## config.mk

```make
export PLATFORM = sky130hd
export DESIGN_NAME = reg_port_arbiter_flat
export DESIGN_NICKNAME = d
export VERILOG_FILES = /design/src/rtl/reg_port_arbiter_if.sv /design/src/rtl/reg_port_arbiter.sv /design/src/flat_wrapper.sv
export SDC_FILE = /design/constraint.sdc
export NUM_CORES = 1
export LEC_CHECK = 0
export CAP_MARGIN = 30
export CELL_PAD_IN_SITES_DETAIL_PLACEMENT = 0
export CELL_PAD_IN_SITES_GLOBAL_PLACEMENT = 1
export CORE_MARGIN = 1
export CORE_UTILIZATION = 30
export DETAILED_ROUTE_END_ITERATION = 8
export PLACE_DENSITY = 0.85
export SYNTH_ARGS = -nofsm -noshare
export SYNTH_HDL_FRONTEND = slang
export SYNTH_SLANG_ARGS = --single-unit
```

## constraint.sdc

```tcl
create_clock -name clk -period 5.8 [get_ports clk]
set_clock_uncertainty 0.15 [all_clocks]
set_input_delay 1.45 -clock clk [delete_from_list [all_inputs] [get_ports clk]]
set_output_delay 1.45 -clock clk [all_outputs]
set_load 0.02 [all_outputs]
```

## src/rtl/reg_port_arbiter_if.sv

```systemverilog
// Register-port bundle: I2C slave strobes, local req/gnt requester and the shared RAM port.
interface reg_port_arbiter_if #(
  parameter int AW = 8,
  parameter int DW = 8
);
  logic [AW-1:0] i2c_addr;
  logic [DW-1:0] i2c_wdata;
  logic          i2c_wr;
  logic          i2c_rd;
  logic [DW-1:0] i2c_rdata;
  logic          loc_req;
  logic          loc_we;
  logic [AW-1:0] loc_addr;
  logic [DW-1:0] loc_wdata;
  logic          loc_gnt;
  logic          loc_rvalid;
  logic [DW-1:0] loc_rdata;
  logic          mem_en;
  logic          mem_we;
  logic [AW-1:0] mem_addr;
  logic [DW-1:0] mem_wdata;
  logic [DW-1:0] mem_rdata;
  logic          ovf_err;

  modport slave (
    input  i2c_addr, i2c_wdata, i2c_wr, i2c_rd,
    output i2c_rdata,
    input  loc_req, loc_we, loc_addr, loc_wdata,
    output loc_gnt, loc_rvalid, loc_rdata,
    output mem_en, mem_we, mem_addr, mem_wdata,
    input  mem_rdata,
    output ovf_err
  );

  modport master (
    output i2c_addr, i2c_wdata, i2c_wr, i2c_rd,
    input  i2c_rdata,
    output loc_req, loc_we, loc_addr, loc_wdata,
    input  loc_gnt, loc_rvalid, loc_rdata,
    input  mem_en, mem_we, mem_addr, mem_wdata,
    output mem_rdata,
    input  ovf_err
  );
endinterface

```

## src/rtl/reg_port_arbiter.sv

```systemverilog
// Shares one sync single-port register RAM between a non-stallable I2C strobe port
// (buffered writes, shadow read data) and a local req/gnt requester.
module reg_port_arbiter #(
  parameter int AW = 8,
  parameter int DW = 8
) (
  input  logic               clk,
  input  logic               rst_n,
  reg_port_arbiter_if.slave  bus
);

  typedef enum logic {IDLE = 1'b0, RD_WAIT = 1'b1} state_t;

  state_t        r_state;
  logic          r_tag_loc;
  logic          r_wr_pend;
  logic          r_rf_pend;
  logic          r_ovf;
  logic [AW-1:0] r_wb_addr;
  logic [DW-1:0] r_wb_data;
  logic [AW-1:0] r_i2c_addr;
  logic [AW-1:0] r_rf_addr;
  logic [DW-1:0] r_i2c_rdata;

  logic          w_idle;
  logic          w_rd_done;
  logic          w_rf_req;
  logic          w_wr_go;
  logic          w_rf_go;
  logic          w_loc_go;
  logic          w_loc_hit;

  // Access decode is combinational so a grant and its RAM access share one cycle;
  // gating with rst_n keeps every output quiet while reset is held.
  assign w_idle    = rst_n && (r_state == IDLE);
  assign w_rd_done = rst_n && (r_state == RD_WAIT);
  // A stale shadow address requests a refresh at once, not a cycle later via r_rf_pend.
  assign w_rf_req  = r_rf_pend || (r_i2c_addr != r_rf_addr);
  assign w_wr_go   = w_idle && r_wr_pend;
  assign w_rf_go   = w_idle && !r_wr_pend && w_rf_req;
  assign w_loc_go  = w_idle && !r_wr_pend && !w_rf_req && bus.loc_req;
  assign w_loc_hit = w_loc_go && bus.loc_we && (bus.loc_addr == bus.i2c_addr);

  assign bus.mem_en    = w_wr_go || w_rf_go || w_loc_go;
  assign bus.mem_we    = w_wr_go || (w_loc_go && bus.loc_we);
  assign bus.mem_addr  = w_wr_go  ? r_wb_addr  :
                         w_rf_go  ? r_i2c_addr :
                         w_loc_go ? bus.loc_addr : '0;
  assign bus.mem_wdata = w_wr_go  ? r_wb_data  :
                         (w_loc_go && bus.loc_we) ? bus.loc_wdata : '0;

  assign bus.loc_gnt    = w_loc_go;
  assign bus.loc_rvalid = w_rd_done && r_tag_loc;
  assign bus.loc_rdata  = bus.loc_rvalid ? bus.mem_rdata : '0;
  assign bus.i2c_rdata  = r_i2c_rdata;
  assign bus.ovf_err    = r_ovf;

  always_ff @(posedge clk) begin
    if (!rst_n) begin
      r_state     <= IDLE;
      r_tag_loc   <= 1'b0;
      r_wr_pend   <= 1'b0;
      r_rf_pend   <= 1'b1;
      r_ovf       <= 1'b0;
      r_wb_addr   <= '0;
      r_wb_data   <= '0;
      r_i2c_addr  <= '0;
      r_rf_addr   <= '0;
      r_i2c_rdata <= '0;
    end else begin
      r_i2c_addr <= bus.i2c_addr;
      if (bus.i2c_wr) begin
        r_wb_addr <= bus.i2c_addr;
        r_wb_data <= bus.i2c_wdata;
        if (r_wr_pend) r_ovf <= 1'b1;
      end
      r_wr_pend <= bus.i2c_wr || (r_wr_pend && !w_wr_go);
      r_rf_pend <= (r_rf_pend && !w_rf_go) || bus.i2c_rd || w_wr_go || w_loc_hit;

      case (r_state)
        IDLE: begin
          if (w_rf_go) begin
            r_state   <= RD_WAIT;
            r_tag_loc <= 1'b0;
            r_rf_addr <= r_i2c_addr;
          end else if (w_loc_go && !bus.loc_we) begin
            r_state   <= RD_WAIT;
            r_tag_loc <= 1'b1;
          end
        end
        RD_WAIT: begin
          if (!r_tag_loc) r_i2c_rdata <= bus.mem_rdata;
          r_state <= IDLE;
        end
        default: r_state <= IDLE;
      endcase
    end
  end

endmodule

```

## src/flat_wrapper.sv

```systemverilog
// flat-port wrapper written by rule: the top's interface ports become plain ports
module reg_port_arbiter_flat 
#(
  parameter int AW = 8,
  parameter int DW = 8
)
  (clk, rst_n, bus_i2c_addr, bus_i2c_wdata, bus_i2c_wr, bus_i2c_rd, bus_i2c_rdata, bus_loc_req, bus_loc_we, bus_loc_addr, bus_loc_wdata, bus_loc_gnt, bus_loc_rvalid, bus_loc_rdata, bus_mem_en, bus_mem_we, bus_mem_addr, bus_mem_wdata, bus_mem_rdata, bus_ovf_err);
  reg_port_arbiter_if #(.AW(AW), .DW(DW)) bus_i ();
  input  logic clk;
  input  logic rst_n;
  input wire logic [$bits(bus_i.i2c_addr)-1:0] bus_i2c_addr;
  input wire logic [$bits(bus_i.i2c_wdata)-1:0] bus_i2c_wdata;
  input wire logic [$bits(bus_i.i2c_wr)-1:0] bus_i2c_wr;
  input wire logic [$bits(bus_i.i2c_rd)-1:0] bus_i2c_rd;
  output wire logic [$bits(bus_i.i2c_rdata)-1:0] bus_i2c_rdata;
  input wire logic [$bits(bus_i.loc_req)-1:0] bus_loc_req;
  input wire logic [$bits(bus_i.loc_we)-1:0] bus_loc_we;
  input wire logic [$bits(bus_i.loc_addr)-1:0] bus_loc_addr;
  input wire logic [$bits(bus_i.loc_wdata)-1:0] bus_loc_wdata;
  output wire logic [$bits(bus_i.loc_gnt)-1:0] bus_loc_gnt;
  output wire logic [$bits(bus_i.loc_rvalid)-1:0] bus_loc_rvalid;
  output wire logic [$bits(bus_i.loc_rdata)-1:0] bus_loc_rdata;
  output wire logic [$bits(bus_i.mem_en)-1:0] bus_mem_en;
  output wire logic [$bits(bus_i.mem_we)-1:0] bus_mem_we;
  output wire logic [$bits(bus_i.mem_addr)-1:0] bus_mem_addr;
  output wire logic [$bits(bus_i.mem_wdata)-1:0] bus_mem_wdata;
  input wire logic [$bits(bus_i.mem_rdata)-1:0] bus_mem_rdata;
  output wire logic [$bits(bus_i.ovf_err)-1:0] bus_ovf_err;
  assign bus_i.i2c_addr = bus_i2c_addr;
  assign bus_i.i2c_wdata = bus_i2c_wdata;
  assign bus_i.i2c_wr = bus_i2c_wr;
  assign bus_i.i2c_rd = bus_i2c_rd;
  assign bus_i2c_rdata = bus_i.i2c_rdata;
  assign bus_i.loc_req = bus_loc_req;
  assign bus_i.loc_we = bus_loc_we;
  assign bus_i.loc_addr = bus_loc_addr;
  assign bus_i.loc_wdata = bus_loc_wdata;
  assign bus_loc_gnt = bus_i.loc_gnt;
  assign bus_loc_rvalid = bus_i.loc_rvalid;
  assign bus_loc_rdata = bus_i.loc_rdata;
  assign bus_mem_en = bus_i.mem_en;
  assign bus_mem_we = bus_i.mem_we;
  assign bus_mem_addr = bus_i.mem_addr;
  assign bus_mem_wdata = bus_i.mem_wdata;
  assign bus_i.mem_rdata = bus_mem_rdata;
  assign bus_ovf_err = bus_i.ovf_err;
  reg_port_arbiter #(.AW(AW), .DW(DW)) u_core (.clk(clk), .rst_n(rst_n), .bus(bus_i));
endmodule
```

==> metrics.md, run 1 <==
| Metric | Value |
|---|---|
| Status | finished, final reports clean |
| Worst hold stages | 2 |
| RSZ-0062 raised after global routing | false |
| Source-to-sink clock delay at the later pin of the worst-skew pair | 0.30 ns |
| Most common cell on crit path | clkdlybuf4s50_1 |
| Final TNS setup | 0 ns |
| Slowest cell on the critical path | clkdlybuf4s50_1 |
| Root Buffer | clkbuf_8 |
| Worst path top cell family by delay | buffers and inverters |
| Starting utilization of the core area | 31.61% |
| Clock tree sinks | 45 |
| Final worst setup slack | 0.4201 ns |
| Final Hold Fails | 0 |
| Dominant cells by area after synthesis | dfxtp_1 39%, mux2i_1 11%, nor2b_1 7.3%, and2_1 6.4%, xnor2_1 4.5% |
| Yosys warning total | 0 |
| Setup repair bufs after CTS | 0 |
| CORE AREA | 7370 um2 |
| Routability Congestion | 0.7543 |
| Gate count of the mapped netlist | 247 |
| Die outline height | 90.13 um |
| Routed wirelength normalized by instance count | 14.28 um |
| Data arrival, critical path | 3.78 ns |
| Commonest non-fill, non-tap cell in the layout | clkdlybuf4s50_1 |
| Critical Path Source Type | primary input |
| Kind of path behind the tightest hold check | flip-flop to flip-flop |
| Final std cell area, no fill | 3377 um2 |
| # setup viols final | 0 |
| Area leader, netlist | dfxtp_1 |
| Worst setup slack after placement | 0.4569 ns |
| Diode count | 0 |
| Total global routing track utilization | 15.28% |
| Sequential element share of the synthesized area | 38.67% |
| Width of the die | 90.13 um |
| Number of maximum-capacitance constraint violations | 0 |
| Total Wirelength | 6040 um |
| Avg Cell Area, Syn | 9.432 um2 |
| Peak Freq | 0.1859 GHz |
| Number of global-route vias before repair | 2,036 |
| EDFF count, synth | 0 |
| Hold_buf cts | 0 |
| Number of nets in the final layout | 369 |
| Yosys top cell area share | 38.67% |
| Library cells used by synthesis | 36 |
| Hold_ws | 0.3468 ns |
| Crit path depth | 7 |
| Port Buffer Count | 82 |
| CTS max path bufs | 2 |
| H-tree depth | 2 |
| Crit Path Class | primary input to output pin |
| TritonCTS clock tree | done |
| Proportion of layout cells with a drive suffix above 1 | 8.025% |
| Cell area after technology mapping | 2330 um2 |
| Slowest cell delay on critical path | 0.60 ns |
| Number of buffers created by CTS | 5 |
| Area grow syn2layout | 44.95% |
| Leading cell types in the layout, fill and taps excluded | 82 x clkdlybuf4s50_1, 45 x dfxtp_1, 27 x nor2b_1 |
| Post-placement cell area | 3257 um2 |
| Via-per-instance ratio | 4.915 |
| DRC errors left | 0 |
| CTS clock-pin slew for the worst setup and hold paths | 0.08 ns |
| Number of nets still failing antenna checks after routing | 0 |
| HPWL Detailed | 4311 um |
| Initial drt markers | 132 |
| Net count after synthesis | 293 |
| Overflow left after global routing | 0 |
| Worst ir drop on vdd | 0.0001067 V |
| Cell Pwr Density | 226.4 nW/um2 |
| Via total after detailed routing | 2,079 |
| Fin crit share | 92.76% |
| Largest driver fanout on the critical path | 19 |
| Row cnt | 31 |
| Data required time of the worst path | 4.20 ns |
| Proportion of register bits with asynchronous set or reset after synthesis | 0% |
| Pin count of the biggest net entering global routing | 39 |
| Kind of end point of the critical path | output pin |
| Most frequently used flop master after synthesis | dfxtp_1 |
| Reg2reg path depth | 5 |
| Die Footprint | 8123 um2 |
| Post-CTS Resized | 0 |
| Reported leakage power | 1.319 nW |
| Post-layout minimum cycle time | 5.380 ns |
| 1st-pass router iterations | 4 |
| Antenna violations before repair | 0 |
| Max-slew headroom | 41.67% |
| Cell-by-cell trace of the critical path | clkdlybuf4s50_1 > nor3b_2 > nand2_1 > nor4_4 > buf_4 > a32o_2 > clkdlybuf4s50_1 |
| I/O pin total | 83 |
| Transition time of the tightest slew-check pin | 0.8732 ns |
| Post-Route Utilization | 45.82% |
| Buffer and inverter count on the worst path | 3 |
| Number of pins exceeding their max-slew limit in the final report | 0 |
| Yosys reg bits | 45 |
| First-pass GRT wire length | 10,250 um |
## layer usage
layer | up-vias | global-route usage [%] | wire length [um]
li1 | 1041 | - | -
met1 | 983 | 21.00 | 2915
met2 | 47 | 24.30 | 2820
met3 | 8 | 2.876 | 231
met4 | 0 | 4.301 | 72
met5 | - | 0 | 0
## Yosys cell counts (all sizes together) (8+ instances only)
master,n
or4,8
a32o,8
mux2i,25
a221o,8
dfxtp,45
a31oi,9
xnor2,12
clkbuf,17
nor2,11
nand3,8
and2,24
nand2,9
o211ai,8
nor2b,27
## flip-flops by register name (all words and copies together), names as in the netlist
| signal | count |
|---|---|
| u_core.bus.ovf_err | 1 |
| u_core.r_rf_addr | 8 |
| u_core.r_rf_pend | 1 |
| u_core.r_wb_addr | 8 |
| u_core.r_tag_loc | 1 |
| u_core.r_wr_pend | 1 |
| u_core.r_i2c_addr | 8 |
| u_core.r_state | 1 |
| u_core.bus.i2c_rdata | 8 |
| u_core.r_wb_data | 8 |
## metrics by stage
| stage | std cells | total power, W |
|---|---|---|
| 6_report | 423 | 0.0007644 |
| 4_1_cts | 423 | 0.0007740 |
| 2_1_floorplan | 247 | 0.0004503 |
| 3_3_place_gp | 414 | 0.0005198 |
| 3_5_place_dp | 415 | 0.0005233 |
| 5_1_grt | 423 | 0.0008042 |
## worst min-delay path, stage by stage (launching register included)
cell and delay [ns]:
dfxtp_1 0.33, a21oi_1 0.04, nor2b_1 0.09
## path summary, 6_finish.rpt
check | slack (ns) | end | startpoint
hold / removal | 0.35 | u_core.bus.ovf_err$_SDFFE_PN0P_ | u_core.bus.ovf_err$_SDFFE_PN0P_
hold reg to reg | 0.35 | u_core.bus.ovf_err$_SDFFE_PN0P_ | u_core.bus.ovf_err$_SDFFE_PN0P_
setup reg to reg | 3.60 | u_core.r_rf_pend$_SDFF_PN1_ | u_core.r_i2c_addr[2]$_SDFF_PN0_
setup / recovery | 0.42 | bus_mem_wdata[6] | rst_n
## layout make-up
class	instances	area (um2)
sequential	45	900.9
clock inverter	2	37.54
multi-input combinational	182	1339
tap	99	123.9
clock buffer	6	82.58
timing repair buffer	89	893.4
fill	707	3993
## kinds of logic (layout without fill, tap and decap cells)
family | after synthesis | in the layout | share of synthesized area, %
compound gates | 40 | 40 | 14.50
flops | 45 | 45 | 38.67
simple gates | 101 | 101 | 26.21
mux | 25 | 25 | 10.74
xor+xnor | 16 | 16 | 6.015
buf+inv | 20 | 97 | 3.867
## power breakdown
part	internal, W	switching [W]	total [W]
Clock	0.000140	0.000108	0.000248
Sequential	0.000331	0.0000163	0.000347
Combinational	0.0000861	0.0000826	0.000169
Total	0.000557	0.000207	0.000764
Power figures use the tool's default switching activity.
==> run 2, diff against run 1 <==
==> constraint.sdc (replaced) <==
create_clock -name clk -period 6 [get_ports clk]
set_clock_uncertainty 0.15 [all_clocks]
set_input_delay 1.5 -clock clk [delete_from_list [all_inputs] [get_ports clk]]
set_output_delay 1.5 -clock clk [all_outputs]
set_load 0.02 [all_outputs]
==> metrics.md, run 2 (synthesis results as in run 1) <==
| Metric | Value |
|---|---|
| Status | finished, final reports clean |
| Worst R2R Setup Slack | 3.78 ns |
| Transition time of the tightest slew-check pin | 0.8499 ns |
| DRC errors left | 0 |
| Worst ir drop on vdd | 0.00007835 V |
| Net switching power | 0.0001994 W |
| Number of nets in the final layout | 369 |
| Number of nets still failing antenna checks after routing | 0 |
| TritonCTS clock tree | done |
| Hold_buf cts | 0 |
| CTS max path bufs | 2 |
| Cell Pwr Density | 216.1 nW/um2 |
| 1st-pass router iterations | 4 |
| Die outline height | 90.13 um |
| Source-to-sink clock delay at the later pin of the worst-skew pair | 0.30 ns |
| Termination of the worst setup path | bus_mem_wdata[1] |
| Sequential share of power | 46.2% |
| Start point of the critical path | rst_n |
| Reported leakage power | 1.320 nW |
| Clk network pwr share | 31.4% |
| Total Power Consumption | 0.0007278 W |
| Area grow syn2layout | 44.58% |
| Row cnt | 31 |
| Cell internal pwr | 0.0005284 W |
| Die Footprint | 8123 um2 |
| HPWL Detailed | 4375 um |
| Antenna violations before repair | 0 |
| I/O pin total | 83 |
| Total Wirelength | 6044 um |
| Number of pins exceeding their max-slew limit in the final report | 0 |
| Cell-by-cell trace of the critical path | clkdlybuf4s50_1 > buf_4 > and3b_1 > buf_4 > a32o_2 > clkdlybuf4s50_1 |
| RSZ-0062 raised after global routing | false |
| Via-per-instance ratio | 4.884 |
| Reg2reg path depth | 5 |
| Start point of the worst min-delay path | u_core.bus.ovf_err$_SDFFE_PN0P_ |
| Slowest cell delay on critical path | 0.60 ns |
| Leading cell types in the layout, fill and taps excluded | 82 x clkdlybuf4s50_1, 45 x dfxtp_1, 27 x nor2b_1 |
| Final TNS setup | 0 ns |
| Largest driver fanout on the critical path | 26 |
| Critical Path Source Type | primary input |
| Worst flop-to-flop path startpoint | u_core.r_i2c_addr[2]$_SDFF_PN0_ |
| Data required time of the worst path | 4.35 ns |
| # setup viols final | 0 |
| Final Hold Fails | 0 |
| Via total after detailed routing | 2,066 |
| Overflow left after global routing | 0 |
| Width of the die | 90.13 um |
| Post-CTS Resized | 0 |
| Number of global-route vias before repair | 2,006 |
| CORE AREA | 7370 um2 |
| Data arrival, critical path | 3.75 ns |
| Max-slew headroom | 43.22% |
| Kind of path behind the tightest hold check | flip-flop to flip-flop |
| Setup repair bufs after CTS | 0 |
| Slowest cell on the critical path | clkdlybuf4s50_1 |
| Proportion of layout cells with a drive suffix above 1 | 7.716% |
| Clock tree sinks | 45 |
| Routability Congestion | 0.7439 |
| Fin crit share | 90.05% |
| Crit Path Class | primary input to output pin |
| Post-layout minimum cycle time | 5.403 ns |
| Reg-to-reg endpoint | u_core.r_rf_pend$_SDFF_PN1_ |
| CTS clock-pin slew for the worst setup and hold paths | 0.08 ns |
| Switching share of power | 27.40% |
| Root Buffer | clkbuf_8 |
| Combinational share of power | 22.4% |
| # fillers | 735 |
| Peak Freq | 0.1851 GHz |
| Diode count | 0 |
| Pin count of the biggest net entering global routing | 27 |
| Commonest non-fill, non-tap cell in the layout | clkdlybuf4s50_1 |
| Number of buffers created by CTS | 5 |
| Starting utilization of the core area | 31.61% |
| Initial drt markers | 121 |
| Kind of end point of the critical path | output pin |
| H-tree depth | 2 |
| Number of maximum-capacitance constraint violations | 0 |
| Routed wirelength normalized by instance count | 14.29 um |
| Total global routing track utilization | 15.11% |
| First-pass GRT wire length | 10,030 um |
| Port Buffer Count | 82 |
## run 2: how the worst min path moves through the flow
stage | slack, ns | to | cells past startpoint
after floorplan | 0.32 | u_core.r_tag_loc$_SDFFE_PN0P_ | 2
after global placement | 0.32 | u_core.bus.ovf_err$_SDFFE_PN0P_ | 2
after detailed placement | 0.33 | u_core.bus.ovf_err$_SDFFE_PN0P_ | 2
after CTS | 0.35 | u_core.bus.ovf_err$_SDFFE_PN0P_ | 2
after global routing | 0.40 | u_core.r_wb_addr[4]$_SDFFE_PN0P_ | 2
final | 0.35 | u_core.bus.ovf_err$_SDFFE_PN0P_ | 2
## run 2: through the flow
stage                     hold WS, ns  utilization (%)  worst slack (ns)  area, um2  cells
after global placement         0.3248            43.82            0.6329       3229    414
final                          0.3548            45.70            0.5968       3368    423
after detailed placement       0.3270            44.19            0.5730       3257    415
after CTS                      0.3472            45.70            0.5655       3368    423
after global routing           0.4002            45.70            0.4340       3368    423
after floorplan                0.3201                -             1.482       2330    247
## run 2: area by class of cell
cell class	count	area, um2	area share, %
Tap cell	99	123.9	3.678
Clock inverter	2	38.79	1.152
Sequential cell	45	900.9	26.75
Timing Repair Buffer	89	893.4	26.52
Clock buffer	6	72.57	2.155
Multi-Input combinational cell	182	1339	39.75
## run 2: critical path: cells and delay by family
family | cells | cell delay, ns
AOI/OAI and AO/OA | 1 | 0.12
and+or+nand+nor | 1 | 0.52
buffers and inverters | 4 | 1.59
## run 2: layer usage
layer | vias to the layer above | global-route usage (%) | wire (um)
met5 | - | 0 | 0
met4 | 0 | 3.629 | 65
met3 | 8 | 3.215 | 265
met2 | 58 | 24.94 | 2892
met1 | 953 | 20.04 | 2821
li1 | 1047 | - | -
## run 2: power groups by stage
stage / registers, W / clock network (W) / logic [W]
after floorplan: 0.000343 / 0 / 0.0000921
after global placement: 0.000342 / 0 / 0.000159
after detailed placement: 0.000342 / 0 / 0.000164
after CTS: 0.000336 / 0.000233 / 0.000165
after global routing: 0.000339 / 0.000249 / 0.000177
final: 0.000336 / 0.000229 / 0.000163
==> run 3, diff against run 2 <==
--- a/config.mk
+++ b/config.mk
@@ -8,7 +8,7 @@
 export CAP_MARGIN = 30
 export CELL_PAD_IN_SITES_DETAIL_PLACEMENT = 0
 export CELL_PAD_IN_SITES_GLOBAL_PLACEMENT = 1
-export CORE_MARGIN = 1
+export CORE_MARGIN = 8
 export CORE_UTILIZATION = 30
 export DETAILED_ROUTE_END_ITERATION = 8
 export PLACE_DENSITY = 0.85
==> metrics.md, run 3 (synthesis results as in run 1) <==
| Metric | Value |
|---|---|
| Kind of end point of the critical path | output pin |
| Proportion of layout cells with a drive suffix above 1 | 7.740% |
| Cell internal pwr | 0.0005675 W |
| Number of global-route vias before repair | 2,229 |
| Root Buffer | clkbuf_8 |
| Slowest cell delay on critical path | 0.62 ns |
| Number of nets in the final layout | 368 |
| Fin crit share | 89.40% |
| Critical Path Source Type | primary input |
| First-pass GRT wire length | 11,000 um |
| Diode count | 0 |
| Starting utilization of the core area | 30.62% |
| H-tree depth | 2 |
| TritonCTS clock tree | done |
| Most common cell on crit path | clkdlybuf4s50_1 |
| Clock tree sinks | 45 |
| Peak Freq | 0.1864 GHz |
| Slowest cell on the critical path | clkdlybuf4s50_1 |
| Routed wirelength normalized by instance count | 16.01 um |
| Status | finished, final reports clean |
| Width of the die | 104.1 um |
| Routability Congestion | 0.7443 |
| Sequential share of power | 43.6% |
| Number of nets still failing antenna checks after routing | 0 |
| Number of maximum-capacitance constraint violations | 0 |
| Reported leakage power | 1.322 nW |
| HPWL Detailed | 4985 um |
| Worst hold stages | 2 |
| Pin count of the biggest net entering global routing | 46 |
| Transition time of the tightest slew-check pin | 0.8800 ns |
| Commonest non-fill, non-tap cell in the layout | clkdlybuf4s50_1 |
| Overflow left after global routing | 0 |
| Number of buffers created by CTS | 5 |
| Net switching power | 0.0002021 W |
| Leading cell types in the layout, fill and taps excluded | 82 x clkdlybuf4s50_1, 45 x dfxtp_1, 27 x nor2b_1 |
| Row cnt | 32 |
| Post-Route Utilization | 44.36% |
| RSZ-0062 raised after global routing | false |
| Antenna violations before repair | 0 |
| Worst ir drop on vdd | 0.0001144 V |
| Data required time of the worst path | 4.35 ns |
| Die outline height | 104.1 um |
| Post-CTS Resized | 0 |
| Final TNS setup | 0 ns |
| Total global routing track utilization | 12.22% |
| Max-slew headroom | 41.21% |
| CTS clock-pin slew for the worst setup and hold paths | 0.08 ns |
| Via total after detailed routing | 2,102 |
| Cell-by-cell trace of the critical path | clkdlybuf4s50_1 > nor3b_2 > nand2_1 > nor4_4 > buf_4 > a32o_2 > clkdlybuf4s50_1 |
| Switching share of power | 26.27% |
| Total Wirelength | 6804 um |
| DRC errors left | 0 |
| Data arrival, critical path | 3.71 ns |
| Hold_buf cts | 0 |
| Via-per-instance ratio | 4.946 |
| Crit Path Class | primary input to output pin |
| Initial drt markers | 77 |
| Port Buffer Count | 82 |
| Final worst setup slack | 0.6360 ns |
| Setup repair bufs after CTS | 0 |
| Cell Pwr Density | 228.1 nW/um2 |
| Area grow syn2layout | 44.84% |
| I/O pin total | 83 |
| Post-layout minimum cycle time | 5.364 ns |
| # setup viols final | 0 |
| Worst setup slack after placement | 0.6295 ns |
| Combinational share of power | 21.2% |
| Worst R2R Setup Slack | 3.76 ns |
| Number of pins exceeding their max-slew limit in the final report | 0 |
| Final Hold Fails | 0 |
| Largest driver fanout on the critical path | 19 |
| 1st-pass router iterations | 4 |
| Die Footprint | 10,840 um2 |
| CORE AREA | 7607 um2 |
| Source-to-sink clock delay at the later pin of the worst-skew pair | 0.30 ns |
| Clk network pwr share | 35.2% |
| Reg2reg path depth | 5 |
| CTS max path bufs | 2 |
| Kind of path behind the tightest hold check | flip-flop to flip-flop |
[run 3: cell count changes in the layout (fill, tap and decap cells not counted), sizes merged]
cell,change
buf,-1
clkbuf,-1
bufinv,+1
[run 3: worst max-delay path: cells and delay by family]
| kind | cells | cell delay, ns |
|---|---|---|
| simple gates | 3 | 0.56 |
| compound gates | 1 | 0.21 |
| buf+inv | 3 | 1.45 |
[run 3: layout make-up]
cell class | count | area [um2]
fill | 768 | 4233
multi-input combinational | 182 | 1339
sequential | 45 | 900.9
timing repair buffer | 88 | 873.3
tap | 102 | 127.6
clock buffer | 5 | 68.82
clock inverter | 3 | 65.06
[run 3: final timing paths]
path / startpoint / end
setup / recovery: rst_n / bus_mem_wdata[5]
hold reg to reg: u_core.bus.ovf_err$_SDFFE_PN0P_ / u_core.bus.ovf_err$_SDFFE_PN0P_
hold / removal: u_core.bus.ovf_err$_SDFFE_PN0P_ / u_core.bus.ovf_err$_SDFFE_PN0P_
setup reg to reg: u_core.r_i2c_addr[1]$_SDFF_PN0_ / u_core.r_rf_pend$_SDFF_PN1_
[run 3: stage by stage]
stage               instance area [um2]  hold WS (ns)  instances  total power [W]
floorplan                          2330        0.3201        247        0.0004353
global placement                   3226        0.3287        416        0.0005017
detailed placement                 3241        0.3413        417        0.0005055
CTS                                3374        0.3625        425        0.0007758
global route                       3374        0.3714        425        0.0008022
finish                             3374        0.3594        425        0.0007696
[run 3: per-layer routing]
| metal | track usage, % | wire length (um) |
|---|---|---|
| met1 | 14.19 | 3055 |
| met2 | 21.36 | 3389 |
| met3 | 3.594 | 273 |
| met4 | 3.102 | 85 |
| met5 | 0 | 0 |
[run 3: power groups by stage]
stage,clock network [W],registers (W),logic (W)
6_report,0.000271,0.000336,0.000163
5_1_grt,0.000287,0.000338,0.000177
4_1_cts,0.000276,0.000336,0.000164
3_5_place_dp,0,0.000342,0.000163
3_3_place_gp,0,0.000342,0.000160
2_1_floorplan,0,0.000343,0.0000921
